### src/rtl/mw_adder_pkg.sv
`default_nettype none
// ============================================================================
// Module      : mw_adder_pkg
// Description : Definitions shared by the multi-word adder. Provides the limb
//               width, the controller state encoding and a width helper for
//               the limb index counter.
// Revision    : 1.0 - initial release
// ============================================================================
package mw_adder_pkg;

  localparam int LIMB_W = 32;

  typedef enum logic [1:0] {
    IDLE = 2'd0,
    ADD  = 2'd1,
    DONE = 2'd2
  } mw_state_t;

  // Bits needed to index n limbs. Never returns less than 1 so that
  // the counter always has a legal declared width.
  function automatic int clog2(input int n);
    int r;
    r = 0;
    while ((1 << r) < n) begin
      r = r + 1;
    end
    return (r < 1) ? 1 : r;
  endfunction

endpackage : mw_adder_pkg
`default_nettype wire

### src/rtl/mw_adder_cla32.sv
`default_nettype none
// ============================================================================
// Module      : CLA32
// Description : 32-bit block carry-lookahead adder with no carry input.
//               Eight 4-bit groups each resolve their internal carries with
//               full lookahead and export group generate/propagate terms.
//               The group carries are then formed from those terms.
// Ports       : a [31:0] - operand A
//               b [31:0] - operand B
//               s [32:0] - a + b, s[32] is the carry-out
// Revision    : 1.0 - initial release
// ============================================================================
module CLA32 (
  input  logic [31:0] a,
  input  logic [31:0] b,
  output logic [32:0] s
);

  localparam int GRP_W = 4;
  localparam int N_GRP = 32 / GRP_W;

  logic [N_GRP-1:0] grp_g;   // group generate
  logic [N_GRP-1:0] grp_p;   // group propagate
  logic [N_GRP:0]   grp_c;   // carry into each group, grp_c[N_GRP] is carry-out
  logic [31:0]      sum_bits;

  genvar j;
  generate
    for (j = 0; j < N_GRP; j = j + 1) begin : g_grp
      logic [GRP_W-1:0] g;
      logic [GRP_W-1:0] p;
      logic [GRP_W-1:0] c;

      assign g = a[j*GRP_W +: GRP_W] & b[j*GRP_W +: GRP_W];
      assign p = a[j*GRP_W +: GRP_W] ^ b[j*GRP_W +: GRP_W];

      // Internal carries expanded in two-level form from the group carry-in.
      assign c[0] = grp_c[j];
      assign c[1] = g[0] | (p[0] & grp_c[j]);
      assign c[2] = g[1] | (p[1] & g[0]) | (p[1] & p[0] & grp_c[j]);
      assign c[3] = g[2] | (p[2] & g[1]) | (p[2] & p[1] & g[0])
                  | (p[2] & p[1] & p[0] & grp_c[j]);

      assign grp_g[j] = g[3] | (p[3] & g[2]) | (p[3] & p[2] & g[1])
                      | (p[3] & p[2] & p[1] & g[0]);
      assign grp_p[j] = &p;

      assign sum_bits[j*GRP_W +: GRP_W] = p ^ c;
    end
  endgenerate

  // Group carries depend only on group G/P, never on the group sums.
  always_comb begin
    grp_c    = '0;
    grp_c[0] = 1'b0;
    for (int k = 0; k < N_GRP; k++) begin
      grp_c[k+1] = grp_g[k] | (grp_p[k] & grp_c[k]);
    end
  end

  assign s = {grp_c[N_GRP], sum_bits};

endmodule : CLA32
`default_nettype wire

### src/rtl/mw_adder.sv
`default_nettype none
// ============================================================================
// Module      : mw_adder
// Description : Sequential multi-word adder. Streams LIMBS 32-bit limbs, one
//               per cycle, through a pair of CLA32 adders and chains the
//               carry between cycles to form a 32*LIMBS-bit sum.
// Ports       : clk   - clock, rising edge
//               rst   - synchronous active-high reset
//               start - request a new addition (honoured while not busy)
//               a, b  - 32*LIMBS-bit operands, captured on acceptance
//               busy  - limbs are being processed
//               done  - one-cycle pulse, sum is final
//               sum   - 32*LIMBS+1-bit result, MSB is the carry-out
// Revision    : 1.0 - initial release
// ============================================================================
module mw_adder
  import mw_adder_pkg::*;
#(
  parameter int LIMBS = 4
) (
  input  logic                    clk,
  input  logic                    rst,
  input  logic                    start,
  input  logic [LIMB_W*LIMBS-1:0] a,
  input  logic [LIMB_W*LIMBS-1:0] b,
  output logic                    busy,
  output logic                    done,
  output logic [LIMB_W*LIMBS:0]   sum
);

  localparam int OP_W  = LIMB_W * LIMBS;
  localparam int IDX_W = clog2(LIMBS);
  localparam logic [IDX_W-1:0] LAST_IDX = IDX_W'(LIMBS - 1);

  mw_state_t         state_q, state_d;
  logic [IDX_W-1:0]  idx_q,   idx_d;
  logic              carry_q, carry_d;
  logic [OP_W-1:0]   a_q,     a_d;
  logic [OP_W-1:0]   b_q,     b_d;
  logic [OP_W:0]     sum_q,   sum_d;

  logic [LIMB_W-1:0] a_limb;
  logic [LIMB_W-1:0] b_limb;
  logic [LIMB_W:0]   s0;
  logic [LIMB_W:0]   s1;
  logic              carry_nxt;
  logic              accept;

  // Limb select from the captured operands.
  assign a_limb = a_q[idx_q*LIMB_W +: LIMB_W];
  assign b_limb = b_q[idx_q*LIMB_W +: LIMB_W];

  // First adder sums the limbs; second injects the chained carry.
  CLA32 u_cla_limb (
    .a (a_limb),
    .b (b_limb),
    .s (s0)
  );

  CLA32 u_cla_carry (
    .a (s0[LIMB_W-1:0]),
    .b ({{(LIMB_W-1){1'b0}}, carry_q}),
    .s (s1)
  );

  // At most one of the two adders can carry out: if the limb sum wrapped,
  // its low half is at most 2^32-2, so adding one more cannot wrap again.
  assign carry_nxt = s0[LIMB_W] | s1[LIMB_W];

  assign accept = (state_q != ADD) && start;

  always_comb begin
    state_d = state_q;
    idx_d   = idx_q;
    carry_d = carry_q;
    a_d     = a_q;
    b_d     = b_q;
    sum_d   = sum_q;

    case (state_q)
      IDLE: begin
        if (start) begin
          state_d = ADD;
        end
      end
      ADD: begin
        sum_d[idx_q*LIMB_W +: LIMB_W] = s1[LIMB_W-1:0];
        carry_d = carry_nxt;
        if (idx_q == LAST_IDX) begin
          sum_d[OP_W] = carry_nxt;
          idx_d       = '0;
          state_d     = DONE;
        end else begin
          idx_d = idx_q + 1'b1;
        end
      end
      DONE: begin
        state_d = start ? ADD : IDLE;
      end
      default: begin
        state_d = IDLE;
      end
    endcase

    if (accept) begin
      a_d     = a;
      b_d     = b;
      idx_d   = '0;
      carry_d = 1'b0;
      sum_d   = '0;
    end
  end

  always_ff @(posedge clk) begin
    if (rst) begin
      state_q <= IDLE;
      idx_q   <= '0;
      carry_q <= 1'b0;
      a_q     <= '0;
      b_q     <= '0;
      sum_q   <= '0;
    end else begin
      state_q <= state_d;
      idx_q   <= idx_d;
      carry_q <= carry_d;
      a_q     <= a_d;
      b_q     <= b_d;
      sum_q   <= sum_d;
    end
  end

  assign busy = (state_q == ADD);
  assign done = (state_q == DONE);
  assign sum  = sum_q;

endmodule : mw_adder
`default_nettype wire

### config.mk
export PLATFORM = sky130hd
export DESIGN_NAME = mw_adder
export DESIGN_NICKNAME = d
export VERILOG_FILES = /design/src/rtl/mw_adder_pkg.sv /design/src/rtl/mw_adder_cla32.sv /design/src/rtl/mw_adder.sv
export SDC_FILE = /design/constraint.sdc
export NUM_CORES = 1
export LEC_CHECK = 0
export CORE_MARGIN = 2
export CORE_UTILIZATION = 50
export DETAILED_ROUTE_END_ITERATION = 7
export GPL_TIMING_DRIVEN = 1
export PLACE_DENSITY = 0.91
export SYNTH_ARGS = -nofsm -noshare
export SYNTH_HDL_FRONTEND = slang
export SYNTH_SLANG_ARGS = --single-unit
### constraint.sdc
create_clock -name clk -period 7.1 [get_ports clk]
set_input_delay 1.42 -clock clk [delete_from_list [all_inputs] [get_ports clk]]
set_output_delay 1.42 -clock clk [all_outputs]
set_load 0.01 [all_outputs]
### Word level (Yosys, flattened, before mapping)

Index checks and enable logic that the tools add are counted.
Widths: inputs -> output; s select.

* add/subtract/negate cells: 2
* equal/unequal tests: 6
* shift-type cells: 4
* muxes and demuxes: 7
* bitwise logic cells: 289
* reductions and logical operators: 18

Operator list (number)
* $shiftx 128x8->32: 2
* $and 1x1->1: 172
* $bwmux 129: 1
* $shift 32x34->129 const A: 1
* $shiftx 32x34->129: 1
* $xor 4x4->4: 24
* $or 1x1->1: 83
* $reduce_and 4->1: 14
* $neg 7->34: 1
* $and 4x4->4: 8
* $mux 2: 3
* $pmux 2 s3: 1
* $and 4x1->4: 1
* $eq 2x2->1 const B: 2
* $ne 2x1->1 const B: 2
* $xor 4x1->4: 1
* $add 2x1->2 const B: 1
* $eq 2x1->1 const B: 1
* $logic_not 2->1: 1
* $mux 1: 2
* $ne 2x2->1 const B: 1
* $reduce_and 2->1: 1
* $reduce_or 2->1: 1
* $logic_and 1x1->1: 1

* register bits: 390
* logic and storage cells: 332

### Depth between registers and ports, before layout

* depth in word-level cells: 28
* depth in mapped cells: 22
* gate-level depth less buffers: 20

### Modules after synthesis

Synthesis repeated with hierarchy kept, for this count alone.

* cells, all modules: 2269
* area total of the unflattened synthesis: 19904.1 µm²

Modules (own cells, without submodules)
* mw_adder: instances 1, cells each 1902, area each 16926.2 µm²
* CLA32 at u_cla_limb: instances 1, cells each 200, area each 1612.8 µm²
* CLA32 at u_cla_carry: instances 1, cells each 167, area each 1365.1 µm²

### Least setup slack after synthesis

Ideal clock, no wire load.

* path kind: register -> register
* from: reg idx_q[0]
* to: reg sum_q[93] (netlist: sum[93])
* library setup time: 0.065 ns
* arrival time: 6.046 ns
* required time: 7.035 ns
* slack: 0.989 ns
* cell stages (with the launch flop): 23
* clock period less this slack: 6.111 ns
* path through: dfxtp_1 > buf_1 > buf_1 > mux4_2 > ha_1 > a41oi_1 > o21a_1 > inv_1 > fa_1 > xnor2_1 > or4b_1 > nor4_4 > nand4b_1 > or2_1 > or4b_4 > nor2_1 > and4b_1 > nand2_1 > nor2_1 > ha_1 > xor2_1 > a22oi_1 > nor2_1

* longest elaborated chain between the ends: 27
* elaborated cells on any way between the ends: 295

Ends and longest elaborated chain
* from (decl): line mw_adder.sv:36 `logic [IDX_W-1:0] idx_q, idx_d;`
* from (signal assigned): line mw_adder.sv:124 `idx_q <= idx_d;`
* $shiftx 128x8->32 (on tied branches): line mw_adder.sv:50, mw_adder.sv:51
* $xor 4x4->4 / $and 4x4->4 (equally long branches): line mw_adder_cla32.sv:35, mw_adder_cla32.sv:34
* $and 1x1->1 (on tied branches): line mw_adder_cla32.sv:44, mw_adder_cla32.sv:45
* $or 1x1->1 (tied with other cells): line mw_adder_cla32.sv:44 `assign grp_g[j] = g[3] | (p[3] & g[2]) | (p[3] & p[2] & g[1])`
* $or 1x1->1 / $and 1x1->1 (equally long branches): line mw_adder_cla32.sv:44, mw_adder_cla32.sv:45
* $or 1x1->1: line mw_adder_cla32.sv:45 `| (p[3] & p[2] & p[1] & g[0]);`
* $and 1x1->1: line mw_adder_cla32.sv:57 `grp_c[k+1] = grp_g[k] | (grp_p[k] & grp_c[k]);`
* $or 1x1->1: line mw_adder_cla32.sv:57
* (+10 left out)
* $and 1x1->1 (on tied branches): line mw_adder_cla32.sv:40, mw_adder_cla32.sv:39
* $or 1x1->1 (on tied branches): line mw_adder_cla32.sv:40, mw_adder_cla32.sv:39
* $xor 4x4->4: line mw_adder_cla32.sv:48 `assign sum_bits[j*GRP_W +: GRP_W] = p ^ c;`
* $and 1x1->1
* $and 1x1->1 (2 in a row): line mw_adder_cla32.sv:42 `| (p[2] & p[1] & p[0] & grp_c[j]);`
* $xor 4x4->4: line mw_adder_cla32.sv:48
* $shiftx 32x34->129: line mw_adder.sv:87 `sum_d[idx_q*LIMB_W +: LIMB_W] = s1[LIMB_W-1:0];`
* $bwmux 129 *: line mw_adder.sv:87
* to (signal assigned): line mw_adder.sv:128 `sum_q <= sum_d;`
* to (decl): line mw_adder.sv:40 `logic [OP_W:0] sum_q, sum_d;`

Every way passes the cells marked *; elsewhere a longest branch is shown, timed or not.
A chain may end at the register's enable or synchronous reset.

### Final worst setup path

* from: reg idx_q[0]
* to: reg sum_q[127] (netlist: sum[127])

Same word-level chain as after synthesis.

==> impl_metrics.json <==
{
  "outcome": "finished clean",
  "multi_input_area_um2": 8480,
  "synthMuxAreaShare_pct": 8.64,
  "ctsLongestPathBuffers": 3,
  "post_cts_resize_count": 0,
  "final_util_pct": 66.9,
  "die_x_um": 188,
  "htree_levels": 2,
  "final.period_utilization_pct": 90.8,
  "clk_latency_ps": 540,
  "cp-end-kind": "flip-flop",
  "fin_cells": 2738,
  "yosys.area_share.simple_pct": 18.8,
  "seq_area_um2": 7820,
  "start_util_pct": 50.6,
  "setup-tns-final_ps": 0,
  "dp_hpwl_um": 38900,
  "async_flop_share_pct": 0,
  "cts_tree": "yes",
  "drc_errors": 0,
  "skew_ps": 17.1,
  "crit_path_max_fanout": 29,
  "fill_cells": 2486,
  "vdd_drop_max_v": 0.000192,
  "postSynthCellCount": 1953,
  "gr-usage-all-layers_pct": 29.8,
  "synth_compound_area_share_pct": 16.2,
  "cp_data_arrival_time_ps": 6840,
  "postRouteAntennaNets": 0,
  "clk_pin_slew_worst_paths_ps": 60,
  "nNetsFinal": 2576,
  "yosys.area_share.adder_pct": 4.50,
  "drive_above_1_share_pct": 7.43,
  "drt_iter0_markers": 1641,
  "final_common_cell": "nand2_1",
  "drv_slew": 0,
  "vias_per_cell": 5.79,
  "pre_cts_slack_ps": 822,
  "crit_type": "reg2reg",
  "fp.coreArea_um2": 33400,
  "root_buffer": "clkbuf_16",
  "p_total_uw": 5240,
  "setup_viol": 0,
  "ys.flop_type": "dfxtp_1",
  "syn-num-nets": 2268,
  "detailedRoute.firstPassIterationCount": 6,
  "synth-edff-count": 0,
  "power_leakage_uw": 0.00823,
  "dp_cells": 2667,
  "yosysUniqueCellTypes": 68,
  "final-hold-violation-count": 0,
  "setup_slack_ps": 656,
  "row_count": 67,
  "ys_seq_area_share_pct": 46.2,
  "cts_hold_buf": 0,
  "drv_cap": 0,
  "syn_avg_cell_area_um2": 8.66,
  "synth_top_family_by_area": "simple AND/OR/NAND/NOR gates",
  "area_growth_pct": 32.3,
  "antenna_found_initial": 5,
  "numPortBuffers": 389,
  "period_minus_slack_ps": 6440,
  "vias": 15865,
  "cts_sinks": 390,
  "critPathMaxStageDelay_ps": 700,
  "wl_um": 54200,
  "synth-xor-area-share_pct": 1.86,
  "cp-start-kind": "flip-flop",
  "worstPathRequired_ps": 7500,
  "cp_common_cell": "o21ai_0",
  "relSlewSlack_pct": 13.1,
  "cts_setup_buffers": 0,
  "ys_warn_count": 0,
  "die-area_um2": 35300,
  "place.gp.congestion": 0.947,
  "hold_class": "reg2reg",
  "grt_max_degree": 166,
  "routedWlPerCell_um": 19.8,
  "fmax_mhz": 155,
  "cts_buffers": 40,
  "synth_seq_cells": 390,
  "rsz0062_at_grt": "false",
  "layout_common_cells": "nand2_1, dfxtp_1, clkdlybuf4s50_1",
  "netlist_area_um2": 16900,
  "tightest_slew_ps": 1300,
  "die_y_um": 188,
  "power.density_nw_per_um2": 234,
  "grt_pass1_vias": 15432,
  "crit_chain": "buf_4, mux4_2, ha_1, nand4_1, nor4_1, a221o_1, nor2_1, o21ai_0, a31oi_1, fa_1, xor2_1, nand2b_1, or4_1, o21ai_0, a211oi_1, or4_4, a22o_1, nor3_2, o21ai_0",
  "overflow": 0,
  "slowest_stage": "dfxtp_4",
  "io_pins": 390,
  "grt_pass1_wl_um": 83500
}
## layer usage
layer | wire length (um) | GRT usage, % | vias to the layer above
li1 | - | - | 7351
met4 | 1970 | 11.6 | 4
met3 | 5160 | 6.03 | 132
met1 | 21700 | 38.5 | 7482
met2 | 25400 | 49.4 | 896
met5 | 30 | 0 | -
## layout make-up
type	instances	share of cell area (%)
Antenna cell	3	0.0336
Inverter	31	0.520
Sequential cell	390	34.9
Timing Repair Buffer	408	18.1
Multi-Input combinational cell	1390	37.9
Tap cell	448	2.51
Clock inverter	11	0.856
Clock buffer	57	5.21
## kinds of logic (layout without fill, tap and decap cells)
kind of cell | count (synthesis) | count (layout)
adder cells (fa/ha/maj) | 56 | 56
AND/OR/NAND/NOR | 777 | 777
multiplexers | 66 | 66
XOR/XNOR | 36 | 36
buffers and inverters | 173 | 507
other | 0 | 3
AO/OA/AOI/OAI | 455 | 455
flip-flops | 390 | 390
## critical path, delay by kind of cell, from the launching register on
family	cells	cell delay, ps
DFF	1	700
muxes	1	550
and+or+nand+nor	7	2090
AOI/OAI and AO/OA	7	1560
adders and majority gates	2	830
xor gates and xnor gates	1	220
buffers and inverters	1	330
## power by group
part	total (uW)	internal [uW]	switching, uW
Clock	2160	1290	866
Combinational	741	320	421
Sequential	2350	2280	64.5
Total	5240	3890	1350
## stage by stage
stage | cell area (um^2) | hold WS, ps
after floorplan | 16900 | 433
after global placement | 21000 | 439
after detailed placement | 21000 | 447
after CTS | 22400 | 455
after global routing | 22400 | 469
final | 22400 | 451
## path summary, 6_finish.rpt
path / startpoint / end / slack [ps] / cells past startpoint
max: idx_q[0] / sum[127] / 660 / 19
min: sum[64] / sum[64] / 450 / 2
max reg2reg: idx_q[0] / sum[127] / 660 / 19
min reg2reg: sum[64] / sum[64] / 450 / 2
## synth_stat cells (all sizes together) (17+ instances only)
cell type / count / share of area (%)
inv: 31 / 0.69
buf: 26 / 0.64
dfxtp: 390 / 46
nor2: 150 / 3.3
clkbuf: 116 / 2.6
ha: 48 / 3.6
a22oi: 114 / 5.1
a21oi: 278 / 8.2
xnor2: 17 / 0.88
mux4: 64 / 8.5
xor2: 19 / 0.98
nand2: 542 / 12
## flip-flops by register name, indices dropped and copies added, names as in the netlist
| register | cells |
|---|---|
| a_q | 128 |
| sum | 129 |
| idx_q | 2 |
| b_q | 128 |
| carry_q | 1 |
| state_q | 2 |
Note: power is estimated with default switching activity, not from simulation.
